--- src/rtl/clocked_cnt161.sv ---
// 74161/74163-style presettable binary counter, clocked entirely on CLK_DRV.
// The slow logic-level CLK is edge-detected against its registered sample.
`timescale 1ns/1ps
module clocked_cnt161 #(
  parameter int unsigned WIDTH    = 4,
  parameter bit          SYNC_CLR = 1'b0
) (
  input  logic             CLK_DRV,
  input  logic             RST_N,
  input  logic             CLK,
  input  logic             CLR_N,
  input  logic             LOAD_N,
  input  logic             ENP,
  input  logic             ENT,
  input  logic [WIDTH-1:0] D,
  output logic [WIDTH-1:0] Q,
  output logic             RCO
);

  typedef enum logic [1:0] {
    ACT_HOLD,
    ACT_CLEAR,
    ACT_LOAD,
    ACT_COUNT
  } action_t;

  logic [WIDTH-1:0] cnt;
  logic             clk_q;
  logic             rise;
  logic             async_clr;
  action_t          action;

  assign rise      = CLK & ~clk_q;
  assign async_clr = ~SYNC_CLR & ~CLR_N;

  // Async clear overrides everything; all other actions need a CLK rising edge.
  always_comb begin
    action = ACT_HOLD;
    if (async_clr) begin
      action = ACT_CLEAR;
    end else if (!rise) begin
      action = ACT_HOLD;
    end else if (!CLR_N) begin
      action = ACT_CLEAR;
    end else if (!LOAD_N) begin
      action = ACT_LOAD;
    end else if (ENP && ENT) begin
      action = ACT_COUNT;
    end
  end

  // clk_q resets high so a CLK already high at reset release is not an edge.
  always_ff @(posedge CLK_DRV or negedge RST_N) begin
    if (!RST_N) begin
      cnt   <= '0;
      clk_q <= 1'b1;
    end else begin
      clk_q <= CLK;
      case (action)
        ACT_CLEAR: cnt <= '0;
        ACT_LOAD:  cnt <= D;
        ACT_COUNT: cnt <= cnt + WIDTH'(1);
        default:   cnt <= cnt;
      endcase
    end
  end

  assign Q   = async_clr ? '0 : cnt;
  assign RCO = ENT & (&Q);

endmodule

--- config.mk ---
export PLATFORM = sky130hd
export DESIGN_NAME = clocked_cnt161
export DESIGN_NICKNAME = d
export VERILOG_FILES = /design/src/rtl/clocked_cnt161.sv
export SDC_FILE = /design/constraint.sdc
export NUM_CORES = 1
export LEC_CHECK = 0
export ABC_AREA = 1
export CAP_MARGIN = 20
export CELL_PAD_IN_SITES_DETAIL_PLACEMENT = 1
export CELL_PAD_IN_SITES_GLOBAL_PLACEMENT = 2
export CORE_MARGIN = 2
export CORE_UTILIZATION = 23
export CTS_CLUSTER_SIZE = 16
export DETAILED_ROUTE_END_ITERATION = 10
export GPL_TIMING_DRIVEN = 0
export PLACE_DENSITY = 0.85
export SLEW_MARGIN = 20
export SYNTH_ARGS = -nofsm -noshare
export SYNTH_HDL_FRONTEND = slang
export SYNTH_SLANG_ARGS = --single-unit
--- constraint.sdc ---
create_clock -name CLK_DRV -period 1.9 [get_ports CLK_DRV]
set_clock_uncertainty 0.15 [all_clocks]
set_input_delay 0.19 -clock CLK_DRV [delete_from_list [all_inputs] [get_ports CLK_DRV]]
set_output_delay 0.19 -clock CLK_DRV [all_outputs]
set_load 0.02 [all_outputs]
### Yosys cells after proc, flatten, opt, wreduce, memory -nomap -nowiden

Index checks and enable logic that the tools add are counted.
W data, S select, Z words.

| word-level totals | value |
|---|---|
| register bits | 5 |
| output and inout port bits | 5 |
| word-level logic and storage cells | 18 |
| bits of input ports | 11 |

| cells by class | value |
|---|---|
| equality and inequality tests | 3 |
| reductions and logical operators | 3 |
| bitwise operators | 3 |
| $add $sub $neg | 1 |
| multiplexer cells | 6 |

Operators by type and width:

| cell | number |
|---|---|
| $pmux W4 S3 | 1 |
| $mux W2 | 4 |
| $add A4 B1 Y4 const B | 1 |
| $eq A2 B2 Y1 const B | 2 |
| $mux W4 | 1 |
| $reduce_and A4 Y1 | 1 |
| $reduce_bool A3 Y1 | 1 |
| $and A1 B1 Y1 | 2 |
| $eq A2 B1 Y1 const B | 1 |
| $logic_and A1 B1 Y1 | 1 |
| $not A1 Y1 | 1 |

### Depth between registers and ports, before layout

| logic depth | value |
|---|---|
| depth after elaboration | 7 |
| gate-level depth with buffers | 8 |
| depth with buffers taken out | 8 |

### Least setup slack after synthesis

OpenSTA, ideal clock, no wires.

| timing path | value |
|---|---|
| kind | reg-to-output |
| start point | register cnt[3] |
| end point | output RCO |
| data arrival time | 0.919 ns |
| cell stages (with the launch flop) | 5 |
| data required time | 1.560 ns |
| slack | 0.641 ns |
| buffers on the path | 0 |
| path through | dfrtp_1 > nand2_1 > inv_1 > nand2_1 > nor2_1 |

| on the way | value |
|---|---|
| word-level cells in the longest chain between the ends | 3 |

RTL lines:

| item | RTL line | source |
|---|---|---|
| start, declared | 27 | `logic [WIDTH-1:0] cnt;` |
| start signal, assigned | 62 | `ACT_COUNT: cnt <= cnt + WIDTH'(1);` |
| start signal, assigned | 63 | `default: cnt <= cnt;` |
| $mux W4 | 68 | `assign Q = async_clr ? '0 : cnt;` |
| via Q[3] | 16 | `output logic [WIDTH-1:0] Q,` |
| $reduce_and A4 Y1 | 69 | `assign RCO = ENT & (&Q);` |
| $and A1 B1 Y1 | 69 |  |
| end, declared | 17 | `output logic RCO` |

The timed path passes the listed nets, and every way through them passes these cells.

### Final worst setup path

| timing path | value |
|---|---|
| start point | register cnt[2] |
| end point | output Q[2] |

| on the way | value |
|---|---|
| word-level cells in the longest chain between the ends | 1 |

RTL lines:

| item | RTL line |
|---|---|
| $mux W4 | 68 |
| end, declared | 16 |

No other way between the ends.

==> flow_metrics.tcl <==
set metrics [dict create \
    outcome "finished clean" \
    fillCellCount 238 \
    first_iter_violations 7 \
    layout.nets 97 \
    clock_latency_ps 250 \
    hp-class "in -> async" \
    synthCells 65 \
    regArea_um2 126 \
    crit_path_max_fanout 6 \
    die_area_um2 2270 \
    drv_slew 0 \
    die_x_um 47.6 \
    htreeDepth 1 \
    r2r_end "cnt[2]" \
    io_buffers 15 \
    drive_gt1_frac 0.214 \
    die_h_um 47.6 \
    r2r_start "cnt[0]" \
    syn_area_um2 438 \
    ff2ff_path_depth 8 \
    power.leakage_nw 0.336 \
    fin_ws_ps 164 \
    antenna_cells 0 \
    grt_pass1_wl_mm 2.09 \
    yosysSeqAreaShare 0.289 \
    min_period_ps 1740 \
    multi_input_area_um2 248 \
    max_freq_ghz 0.576 \
    cts_num_sinks 5 \
    gp_congestion 0.765 \
    cts_made_buffers 3 \
    gr-usage-all-layers 0.138 \
    max_slew_margin 0.818 \
    wl_per_cell_um 10.6 \
    core_um2 1760 \
    timing.final.crit_share 0.914 \
    worst_pin_slew_ps 272 \
    synth_area_leader_cell "dfrtp_1" \
    ir_drop_mv 0.245 \
    tritoncts "built" \
    path_class "reg -> out" \
    cap_violations 0 \
    postLayoutCellArea_um2 642 \
    finish.utilization 0.364 \
    vias 476 \
    synthesis.nets 77 \
    pre_cts_ws_ps -138 \
    dp.cells 105 \
    cts_buffer_depth 2 \
    critPathCaptureType "output port" \
    cp-start-kind "register" \
    power_per_cell_area_nw_per_um2 492 \
    ys_warn_count 0 \
    ios 16 \
    critical_path_required_ps 1560 \
    place_hpwl_um 963 \
    path_clk_slew_ps 50 \
    syn-mean-instance-area_um2 6.74 \
    rows 15 \
    drc 0 \
    area_growth_pct 46.6 \
    drt-vias-per-instance 4.37 \
    grt_antenna_before_repair 0 \
    drt-total-wl_mm 1.15 \
    dr.pass1.iters 4 \
    synth.distinct_cells 14 \
    setup_violations 0 \
    grt_max_degree 11 \
    synth.area.top_cells "dfrtp_1, nand2_1, inv_1, nand4_1, nand3_1" \
    initial_core_util 0.248 \
    ff2ff_setup_slack_ps 620 \
    ys_ff_latch 5 \
    rsz0062_at_grt "false" \
    root_buffer "clkbuf_4" \
    postCtsHoldBufs 0 \
    post_dp_cell_area_um2 619 \
    finalHoldViolCount 0 \
    yosysTopAreaCellShare 0.229 \
    cp.arrival_ps 1400 \
    grt-ovfl-total 0 \
    final_cells 109 \
    ant_nets 0 \
    grt_pass1_vias 499 \
]
## kinds of logic (layout without fill, tap and decap cells)
family / count (synthesis) / after routing / share of synthesized area
AND/OR/NAND/NOR: 44 / 44 / 0.537
buffers and inverters: 15 / 34 / 0.146
adder cells (fa/ha/maj): 1 / 1 / 0.0286
flip-flops: 5 / 5 / 0.289
## Yosys cell counts
| library cell | n |
|---|---|
| inv_1 | 11 |
| nand2_1 | 18 |
| nor2_1 | 3 |
| nor2_2 | 3 |
| buf_6 | 1 |
| nand3_1 | 7 |
| dfstp_2 | 1 |
| nor2_4 | 2 |
| nand4_1 | 6 |
| inv_2 | 3 |
| nand2_2 | 2 |
| ha_1 | 1 |
| dfrtp_1 | 4 |
| nand3_2 | 3 |
## registers in the layout, summed over array words and instances, names as in the netlist
name	flops
cnt	4
clk_q	1
## worst max-delay path, stage by stage (launching register included)
cell	delay [ps]
dfrtp_1	430
nand2_1	70
inv_1	50
clkdlybuf4s50_1	590
## cell type report
cell class / count / area share
buffer: 1 / 0.0175
clock buffer: 4 / 0.0409
inverter: 14 / 0.0819
multi-input combinational: 45 / 0.386
sequential: 5 / 0.197
tap: 25 / 0.0487
timing repair buffer: 15 / 0.228
## report_power, final
group | internal, mW | leakage (nW) | total, mW | switching [mW]
Sequential | 0.112 | 0.0654 | 0.118 | 0.00630
Clock | 0.0799 | 0.0150 | 0.132 | 0.0518
Combinational | 0.0322 | 0.256 | 0.0657 | 0.0335
## cells in the final DEF (no fill, tap or decap)
| master | instances |
|---|---|
| nand3_2 | 3 |
| clkbuf_1 | 1 |
| inv_2 | 3 |
| dfrtp_1 | 4 |
| nor2_4 | 2 |
| buf_6 | 1 |
| dfstp_2 | 1 |
| nor2_1 | 3 |
| nor2_2 | 3 |
| inv_1 | 11 |
| dlygate4sd2_1 | 3 |
| nand2_1 | 18 |
| clkdlybuf4s50_1 | 12 |
| ha_1 | 1 |
| nand4_1 | 6 |
| nand3_1 | 7 |
| clkbuf_4 | 3 |
| nand2_2 | 2 |
## layer usage
layer / GRT usage / part of all wire / wire length, um / vias to the layer above
li1: - / - / - / 244
met1: 0.174 / 0.43 / 497 / 217
met2: 0.205 / 0.50 / 573 / 10
met3: 0.0340 / 0.036 / 42 / 5
met4: 0.0973 / 0.033 / 38 / 0
met5: 0 / 0 / 0 / -
## metrics by stage
stage	hold slack [ps]	TNS, ps	power (mW)
after global placement	301	-403	0.186
after global routing	26.2	0	0.339
after floorplan	-256	0	0.149
after detailed placement	305	-469	0.188
after CTS	32.2	0	0.324
final	27.7	0	0.316
## worst max-delay path by stage
| stage | start | end | slack, ps | cells past startpoint |
|---|---|---|---|---|
| after CTS | cnt[0] | Q[0] | 140 | 3 |
| after global placement | CLR_N | Q[2] | -110 | 5 |
| after detailed placement | CLR_N | RCO | -140 | 6 |
| after global routing | cnt[2] | Q[2] | 80 | 3 |
| after floorplan | cnt[3] | RCO | 640 | 4 |
| final | cnt[2] | Q[2] | 160 | 3 |
## timing repair
| item | in CTS | in global routing |
|---|---|---|
| gates resized for setup | 3 | 0 |
| buffers inserted | 0 | 0 |
| endpoints found under the hold margin | 0 | 0 |
| setup endpoints to repair | 4 | 0 |
Note: power is estimated with default switching activity, not from simulation.
